[config.mk]
export PLATFORM = sky130hd
export DESIGN_NAME = rf215_iq_unpack
export DESIGN_NICKNAME = d
export VERILOG_FILES = /design/src/rtl/rf215_pkg.sv /design/src/rtl/rf215_sync_fifo.sv /design/src/rtl/rf215_iq_unpack.sv
export SDC_FILE = /design/constraint.sdc
export NUM_CORES = 1
export LEC_CHECK = 0
export ABC_CLOCK_PERIOD_IN_PS = 5500
export CORE_ASPECT_RATIO = 1.2
export CORE_MARGIN = 4
export CORE_UTILIZATION = 59
export CTS_CLUSTER_DIAMETER = 30
export DETAILED_ROUTE_END_ITERATION = 10
export PLACE_DENSITY = 0.79
export SETUP_SLACK_MARGIN = 0.05
export SYNTH_ARGS = -nofsm -noshare
export SYNTH_HDL_FRONTEND = slang
export SYNTH_HIERARCHICAL = 1
export SYNTH_SLANG_ARGS = --single-unit
[constraint.sdc]
create_clock -name rxclk -period 5.5 [get_ports rxclk]
set_clock_uncertainty 0.15 [all_clocks]
set_input_delay 1.1 -clock rxclk [delete_from_list [all_inputs] [get_ports rxclk]]
set_output_delay 1.1 -clock rxclk [all_outputs]
set_load 0.05 [all_outputs]
[src/rtl/rf215_pkg.sv]
// Shared constants, field positions and the unpacked sample record for the
// RF215 IQ word unpacker.
package rf215_pkg;

  localparam logic [1:0] I_SYNC    = 2'b10;
  localparam logic [1:0] Q_SYNC    = 2'b01;
  localparam int         IQ_DATA_W = 13;
  localparam int         IQ_WORD_W = 32;

  // Bit positions inside the 32-bit receiver word
  localparam int I_SYNC_HI  = 31;
  localparam int I_SYNC_LO  = 30;
  localparam int I_DATA_HI  = 29;
  localparam int I_DATA_LO  = 17;
  localparam int I_CTRL_BIT = 16;
  localparam int Q_SYNC_HI  = 15;
  localparam int Q_SYNC_LO  = 14;
  localparam int Q_DATA_HI  = 13;
  localparam int Q_DATA_LO  = 1;
  localparam int Q_CTRL_BIT = 0;

  typedef struct packed {
    logic [IQ_DATA_W-1:0] i_data;
    logic                 i_ctrl;
    logic [IQ_DATA_W-1:0] q_data;
    logic                 q_ctrl;
  } rf215_iq_t;

  localparam int IQ_ENTRY_W = $bits(rf215_iq_t);

  // True when both sync fields carry their fixed patterns
  function automatic logic frame_ok(input logic [IQ_WORD_W-1:0] w);
    return (w[I_SYNC_HI:I_SYNC_LO] == I_SYNC) && (w[Q_SYNC_HI:Q_SYNC_LO] == Q_SYNC);
  endfunction

  // Strip the sync fields and keep data plus control bits
  function automatic rf215_iq_t unpack_word(input logic [IQ_WORD_W-1:0] w);
    rf215_iq_t r;
    r.i_data = w[I_DATA_HI:I_DATA_LO];
    r.i_ctrl = w[I_CTRL_BIT];
    r.q_data = w[Q_DATA_HI:Q_DATA_LO];
    r.q_ctrl = w[Q_CTRL_BIT];
    return r;
  endfunction

endpackage

[src/rtl/rf215_sync_fifo.sv]
// Single-clock first-word-fall-through FIFO. The head entry is visible on
// rdata whenever empty is low; a push into a full FIFO is accepted only when
// a pop happens in the same cycle.
module rf215_sync_fifo #(
  parameter int WIDTH = 28,
  parameter int DEPTH = 16,
  localparam int AW   = $clog2(DEPTH)
) (
  input  logic             clk,
  input  logic             rst_n,
  input  logic             push,
  input  logic             pop,
  input  logic [WIDTH-1:0] wdata,
  output logic [WIDTH-1:0] rdata,
  output logic [AW:0]      level,
  output logic             full,
  output logic             empty
);

  logic [WIDTH-1:0] mem_r [DEPTH];
  logic [AW-1:0]    wr_ptr_r;
  logic [AW-1:0]    rd_ptr_r;
  logic [AW:0]      level_r;
  logic             pop_ok_s;
  logic             push_ok_s;

  assign empty     = (level_r == {(AW+1){1'b0}});
  assign full      = (level_r == (AW+1)'(DEPTH));
  assign pop_ok_s  = pop && !empty;
  assign push_ok_s = push && (!full || pop_ok_s);
  assign rdata     = mem_r[rd_ptr_r];
  assign level     = level_r;

  // Storage write; contents are intentionally not reset
  always_ff @(posedge clk) begin
    if (push_ok_s) begin
      mem_r[wr_ptr_r] <= wdata;
    end
  end

  // Pointers wrap naturally; occupancy tracked by its own counter
  always_ff @(posedge clk) begin
    if (!rst_n) begin
      wr_ptr_r <= {AW{1'b0}};
      rd_ptr_r <= {AW{1'b0}};
      level_r  <= {(AW+1){1'b0}};
    end else begin
      if (push_ok_s) wr_ptr_r <= wr_ptr_r + AW'(1);
      if (pop_ok_s)  rd_ptr_r <= rd_ptr_r + AW'(1);
      case ({push_ok_s, pop_ok_s})
        2'b10:   level_r <= level_r + (AW+1)'(1);
        2'b01:   level_r <= level_r - (AW+1)'(1);
        default: level_r <= level_r;
      endcase
    end
  end

endmodule

[src/rtl/rf215_iq_unpack.sv]
// RF215 IQ word unpacker: framing check, field split, sign extension,
// FWFT sample buffering and saturating fault statistics.
module rf215_iq_unpack
  import rf215_pkg::*;
#(
  parameter int DEPTH    = 16,
  parameter int SAMPLE_W = 16,
  parameter int CNT_W    = 16
) (
  input  logic                     rxclk,
  input  logic                     rst_n,
  input  logic [31:0]              iq_word,
  input  logic                     word_valid,
  input  logic                     enable,
  input  logic                     clear_stats,
  output logic [SAMPLE_W-1:0]      i_sample,
  output logic [SAMPLE_W-1:0]      q_sample,
  output logic                     i_ctrl,
  output logic                     q_ctrl,
  output logic                     out_valid,
  input  logic                     out_ready,
  output logic [$clog2(DEPTH):0]   level,
  output logic                     overflow,
  output logic [CNT_W-1:0]         drop_cnt,
  output logic [CNT_W-1:0]         fmt_err_cnt
);

  localparam logic [CNT_W-1:0] CNT_MAX = {CNT_W{1'b1}};

  rf215_iq_t head_s;
  rf215_iq_t wr_entry_s;
  logic      accept_s;
  logic      good_s;
  logic      fmt_err_s;
  logic      pop_s;
  logic      full_s;
  logic      empty_s;
  logic      drop_s;

  assign accept_s   = word_valid && enable;
  assign good_s     = accept_s && frame_ok(iq_word);
  assign fmt_err_s  = accept_s && !frame_ok(iq_word);
  assign pop_s      = out_valid && out_ready;
  assign drop_s     = good_s && full_s && !pop_s;
  assign wr_entry_s = unpack_word(iq_word);
  assign out_valid  = !empty_s;

  rf215_sync_fifo #(
    .WIDTH (IQ_ENTRY_W),
    .DEPTH (DEPTH)
  ) u_fifo (
    .clk   (rxclk),
    .rst_n (rst_n),
    .push  (good_s),
    .pop   (pop_s),
    .wdata (wr_entry_s),
    .rdata (head_s),
    .level (level),
    .full  (full_s),
    .empty (empty_s)
  );

  // Head fields, sign-extended by replicating data bit 12
  always_comb begin
    i_sample = {{(SAMPLE_W-IQ_DATA_W){head_s.i_data[IQ_DATA_W-1]}}, head_s.i_data};
    q_sample = {{(SAMPLE_W-IQ_DATA_W){head_s.q_data[IQ_DATA_W-1]}}, head_s.q_data};
    i_ctrl   = head_s.i_ctrl;
    q_ctrl   = head_s.q_ctrl;
  end

  // Fault statistics; a clear wins over a same-cycle event
  always_ff @(posedge rxclk) begin
    if (!rst_n) begin
      overflow    <= 1'b0;
      drop_cnt    <= {CNT_W{1'b0}};
      fmt_err_cnt <= {CNT_W{1'b0}};
    end else if (clear_stats) begin
      overflow    <= 1'b0;
      drop_cnt    <= {CNT_W{1'b0}};
      fmt_err_cnt <= {CNT_W{1'b0}};
    end else begin
      if (fmt_err_s && (fmt_err_cnt != CNT_MAX)) begin
        fmt_err_cnt <= fmt_err_cnt + CNT_W'(1);
      end
      if (drop_s) begin
        overflow <= 1'b1;
        if (drop_cnt != CNT_MAX) begin
          drop_cnt <= drop_cnt + CNT_W'(1);
        end
      end
    end
  end

endmodule

Word level (Yosys, flattened, before mapping)

Memory sizes are Yosys's and may differ from the RTL's. A register that Yosys moved wholly into a read port is not among the register bits.
Cells that the tools add are included.

Bits in registers: 46
RAM bits: 448
Bits of input ports: 38
Output and inout port bits: 73
Logic and storage cells: 45
Memories: 1

Memories:

| name         | words | bits a word | read ports | clocked after Yosys merged registers in | wr ports | RTL line              | source |
|---|---|---|---|---|---|---|---|
| u_fifo.mem_r | 16    | 28          | 1          | 1                                       | 1        | rf215_sync_fifo.sv:20 | `logic [WIDTH-1:0] mem_r [DEPTH];` |

$add $sub $neg: 6
Equal/unequal tests: 7
Mux-type cells: 5
Bitwise logic cells: 1
Reduce and logical (&&, ||, !) cells: 19

Operator list:

| cell                                             | number |
|---|---|
| adder 16 x 1 -> 16 bit, second input constant    | 2 |
| inequality test 16 bit, second input constant    | 2 |
| logical AND 1 bit                                | 10 |
| one-hot mux 5 bit (2 select lines)               | 1 |
| adder 4 x 1 -> 4 bit, second input constant      | 2 |
| two-way mux 4 bit                                | 2 |
| adder 5 x 1 -> 5 bit, second input constant      | 1 |
| == test 5 bit, second input constant             | 1 |
| logical NOT 5 bit                                | 1 |
| subtractor 5 x 1 -> 5 bit, second input constant | 1 |
| == test 2 x 1 -> 1 bit, second input constant    | 2 |
| == test 2 bit, second input constant             | 2 |
| logical NOT 1 bit                                | 4 |
| two-way mux 1 bit                                | 2 |
| AND reduction 2 bit                              | 1 |
| nonzero test 2 bit                               | 1 |
| OR reduction 2 bit                               | 1 |
| logical OR 1 bit                                 | 1 |
| NOT 1 bit                                        | 1 |

Logic depth before layout (Yosys ltp)

Depth in word-level cells: 8
Gate-level depth with buffers: 13
Gate-level depth less buffers: 11

Cells and area by module

The synthesis kept the hierarchy.

Modules (own cells, without submodules):

| module          | instances | cells an instance | area each (µm²) | seq. area each (µm²) |
|---|---|---|---|---|
| rf215_sync_fifo | 1         | 814               | 17774.5         | 13793.2 |
| rf215_iq_unpack | 1         | 225               | 1896.8          | 660.6 |

Least setup slack after synthesis

Ideal clock, no wire load.

Path kind: input-to-reg
From: input port iq_word[15]
To: memory u_fifo.mem_r[4][0] (enable)
Setup time: 0.454 ns
Arrival time: 4.296 ns
Required time: 4.896 ns
Slack: 0.600 ns
Stages: 6
Buffers on the path: 1
Cell sequence: nand4bb_1 > nor2_1 > clkbuf_1 > nand2_1 > o21bai_2 > nor3b_1

Longest elaborated chain between the ends: 6

Ends and longest elaborated chain:

| what                                    | RTL line              | source |
|---|---|---|
| from (decl)                             | rf215_iq_unpack.sv:12 | `input logic [31:0] iq_word,` |
| == test 2 x 1 -> 1 bit                  | rf215_pkg.sv:33       | `return (w[I_SYNC_HI:I_SYNC_LO] == I_SYNC) && (w[Q_SYNC_HI:Q_SYNC_LO] == Q_SYNC);` |
| logical AND 1 bit                       | rf215_pkg.sv:33       |  |
| logical AND 1 bit                       | rf215_iq_unpack.sv:41 | `assign good_s = accept_s && frame_ok(iq_word);` |
| net good_s                              | rf215_iq_unpack.sv:33 | `logic good_s;` |
| logical AND 1 bit                       | rf215_sync_fifo.sv:30 | `assign push_ok_s = push && (!full \|\| pop_ok_s);` |
| two-way mux 1 bit                       | rf215_sync_fifo.sv:36 | `if (push_ok_s) begin` |
| two-way mux 1 bit (implied by the code) | rf215_sync_fifo.sv:37 | `mem_r[wr_ptr_r] <= wdata;` |
| to (decl)                               | rf215_sync_fifo.sv:20 |  |

The timed path passes the listed nets, and every way through them passes these cells.

==> metrics.cfg <==
[outcome]
status = finished clean

[sta]
finalCriticalPeriod_ps = 4695
setup_ws_ps = 805.4
drv_slew = 0
fin_tns_setup_ps = 0
rsz0062_at_grt = false
fmax_mhz = 213.0
fin_crit_sh_pct = 85.36
tightest_slew_ps = 1179
setup_viol = 0
max_slew_margin_pct = 21.43
final-hold-violation-count = 0

[setup_path]
timing.rr.end = u_fifo/mem_r[14][10]
required_ps = 4250
crit_fanout = 38
ff2ff_path_depth = 7
rrSetupSlack_ps = 1980
critical_path_class = register to primary output
r2r-start = u_fifo/level[1]
crit_chain = buf_12, mux4_2, a22oi_1, nand2_1, clkdlybuf4s50_1
slowest_stage = dfxtp_4
cp-endpoint = q_sample[2]
critPathCaptureType = primary output
slowest_delay_ps = 780
worstSetupStartpointType = register
crit_arrival_ps = 3440

[floorplanning]
num_io_pins = 111
die_area_um2 = 36340
chipHeight_um = 208.0
rows = 73
die_w_um = 174.7
coreArea_um2 = 33060
start_util_pct = 59.49

[layout]
fillerInstances = 1920
drive_gt1_share_pct = 23.71
syn_to_final_growth_pct = 21.54
nNetsFinal = 1231
antenna-diode-count = 0

[routing]
dr.pass1.iters = 5
wl_per_cell_um = 27.20
vias = 10950
drt_iter0_drc = 1032
drc_errors = 0
via_per_inst = 6.462
postRouteAntennaNets = 0
finalWirelength_um = 46070

[grt]
grt_first_pass_wirelength_um = 71320
grt_max_degree = 40
grt_antenna_before_repair = 0
track_usage_pct = 25.91
grt_pass1_vias = 11430
overflow = 0

[synth]
netlist_area_um2 = 19670
yosysTopAreaCellShare_pct = 68.39
async_flop_share_pct = 0
yosysUniqueCellTypes = 55
synth_most_common_cell = edfxtp_1
yosysSeqAreaShare_pct = 73.48
netlist_top_cells_area = edfxtp_1 (68%), mux4_2 (13%), dfxtp_1 (5.1%), a22oi_1 (2.1%), nand2_1 (1.0%)
ys_top_cells_by_count = edfxtp_1 (448), mux4_2 (112), a22oi_1 (56)
avgSynthCellArea_um2 = 18.93
synth_seq_cells = 498
netlist_instances = 1039
synth-edff-count = 448
ys.flop_type = edfxtp_1
synth_top_cell_by_area = edfxtp_1
synth_nets = 1088
yosysWarnings = 6

[clocking]
clk_pin_slew_ps = 50
hold_buffers = 0
clockBufferDepth = 3
root_buffer = clkbuf_16
ctsResizeCount = 0
cts_made_buffers = 74
cts.sinks = 498
postCtsSetupRepairBufs = 0
h-tree-depth = 3
clkLatencyLatePin_ps = 570
cts_tree = yes

[placed_design]
dp_hpwl_um = 23080
dp_slack_ps = 1287
portBuffers = 110
gp_congestion = 0.8484

[power]
ir_drop_v = 0.0003247
p_leak_nw = 7.632
pwr_density_cell_nw_per_um2 = 381.4

[hold_path]
hold_class = register to register

[job]
maxCapViolCount = 0

[per-stage QoR]
step	utilization [%]	power [W]	hold WS, ps	instance area [µm²]	std cells
after floorplan	-	0.004229	356.8	19670	1039
after global placement	64.35	0.004300	313.5	21280	1556
after detailed placement	64.35	0.004306	320.1	21280	1556
after CTS	72.31	0.009179	337.9	23910	1694
after global routing	72.31	0.009396	359.1	23910	1694
final	72.31	0.009119	331.9	23910	1694
[power by group]
group          internal, W  switching, W
Combinational    0.0000334     0.0000732
Sequential         0.00412    0.00000149
Clock              0.00307       0.00182
Total              0.00722       0.00189
[metal layers]
metal	vias up	GRT usage (%)	routed length [µm]
li1	4627	-	-
met1	5657	35.07	17570
met2	578	43.53	23930
met3	84	5.052	3440
met4	0	7.778	1129
met5	-	0	0
[how the worst min path moves through the flow]
stage	from	endpoint	slack, ps	cells after the start
5_1_grt	overflow	overflow	360	2
3_3_place_gp	overflow	overflow	310	2
2_1_floorplan	u_fifo/rd_ptr_r[2]	register	360	2
6_report	overflow	overflow	330	2
3_5_place_dp	overflow	overflow	320	2
4_1_cts	overflow	overflow	340	2
[cell type report]
| cell class | instances | area, µm² | area share [%] |
|---|---|---|---|
| clock buffers | 79 | 1913 | 8.002 |
| clock inverters | 59 | 719.4 | 3.009 |
| well taps | 450 | 563.0 | 2.355 |
| repair buffers | 127 | 1266 | 5.296 |
| inverters | 9 | 33.78 | 0.1413 |
| multi-input cells | 472 | 4951 | 20.71 |
| flip-flops and latches | 498 | 14460 | 60.49 |
[cells by family (layout without fill, tap and decap cells)]
group | count (synthesis) | in the layout | share of synthesized area, %
xor+xnor | 4 | 4 | 0.1781
simple gates | 203 | 203 | 5.858
compound gates | 130 | 130 | 4.669
mux | 124 | 124 | 13.43
fa+ha+maj | 11 | 11 | 0.7378
buf+inv | 69 | 274 | 1.647
flops | 498 | 498 | 73.48
[cell usage in the layout (no fill, tap or decap), drive strengths merged, types with 11 or more instances in the layout]
master / count
a21oi: 27
or4: 14
mux2i: 12
clkinv: 18
clkinvlp: 13
clkbuf: 79
and3: 15
inv: 27
mux4: 112
buf: 17
edfxtp: 448
clkdlybuf4s50: 110
nand3: 11
nand2: 54
nor2: 28
o31ai: 14
a22oi: 56
nand4: 22
dfxtp: 50
o21ai: 14
[worst max-delay path: cells and delay by family, from the launching register on]
family	cells	cell delay, ps
multiplexers	1	580
buffers and inverters	2	1150
flip-flops	1	780
AO/OA/AOI/OAI	1	250
AND/OR/NAND/NOR	1	100
[sequential cells by signal (all words and copies together), names as in the netlist, named ones only]
name,cells
overflow,1
u_fifo/level,5
drop_cnt,16
u_fifo/mem_r,448
u_fifo/wr_ptr_r,4
u_fifo/rd_ptr_r,4
fmt_err_cnt,16
Power figures use the tool's default switching activity.
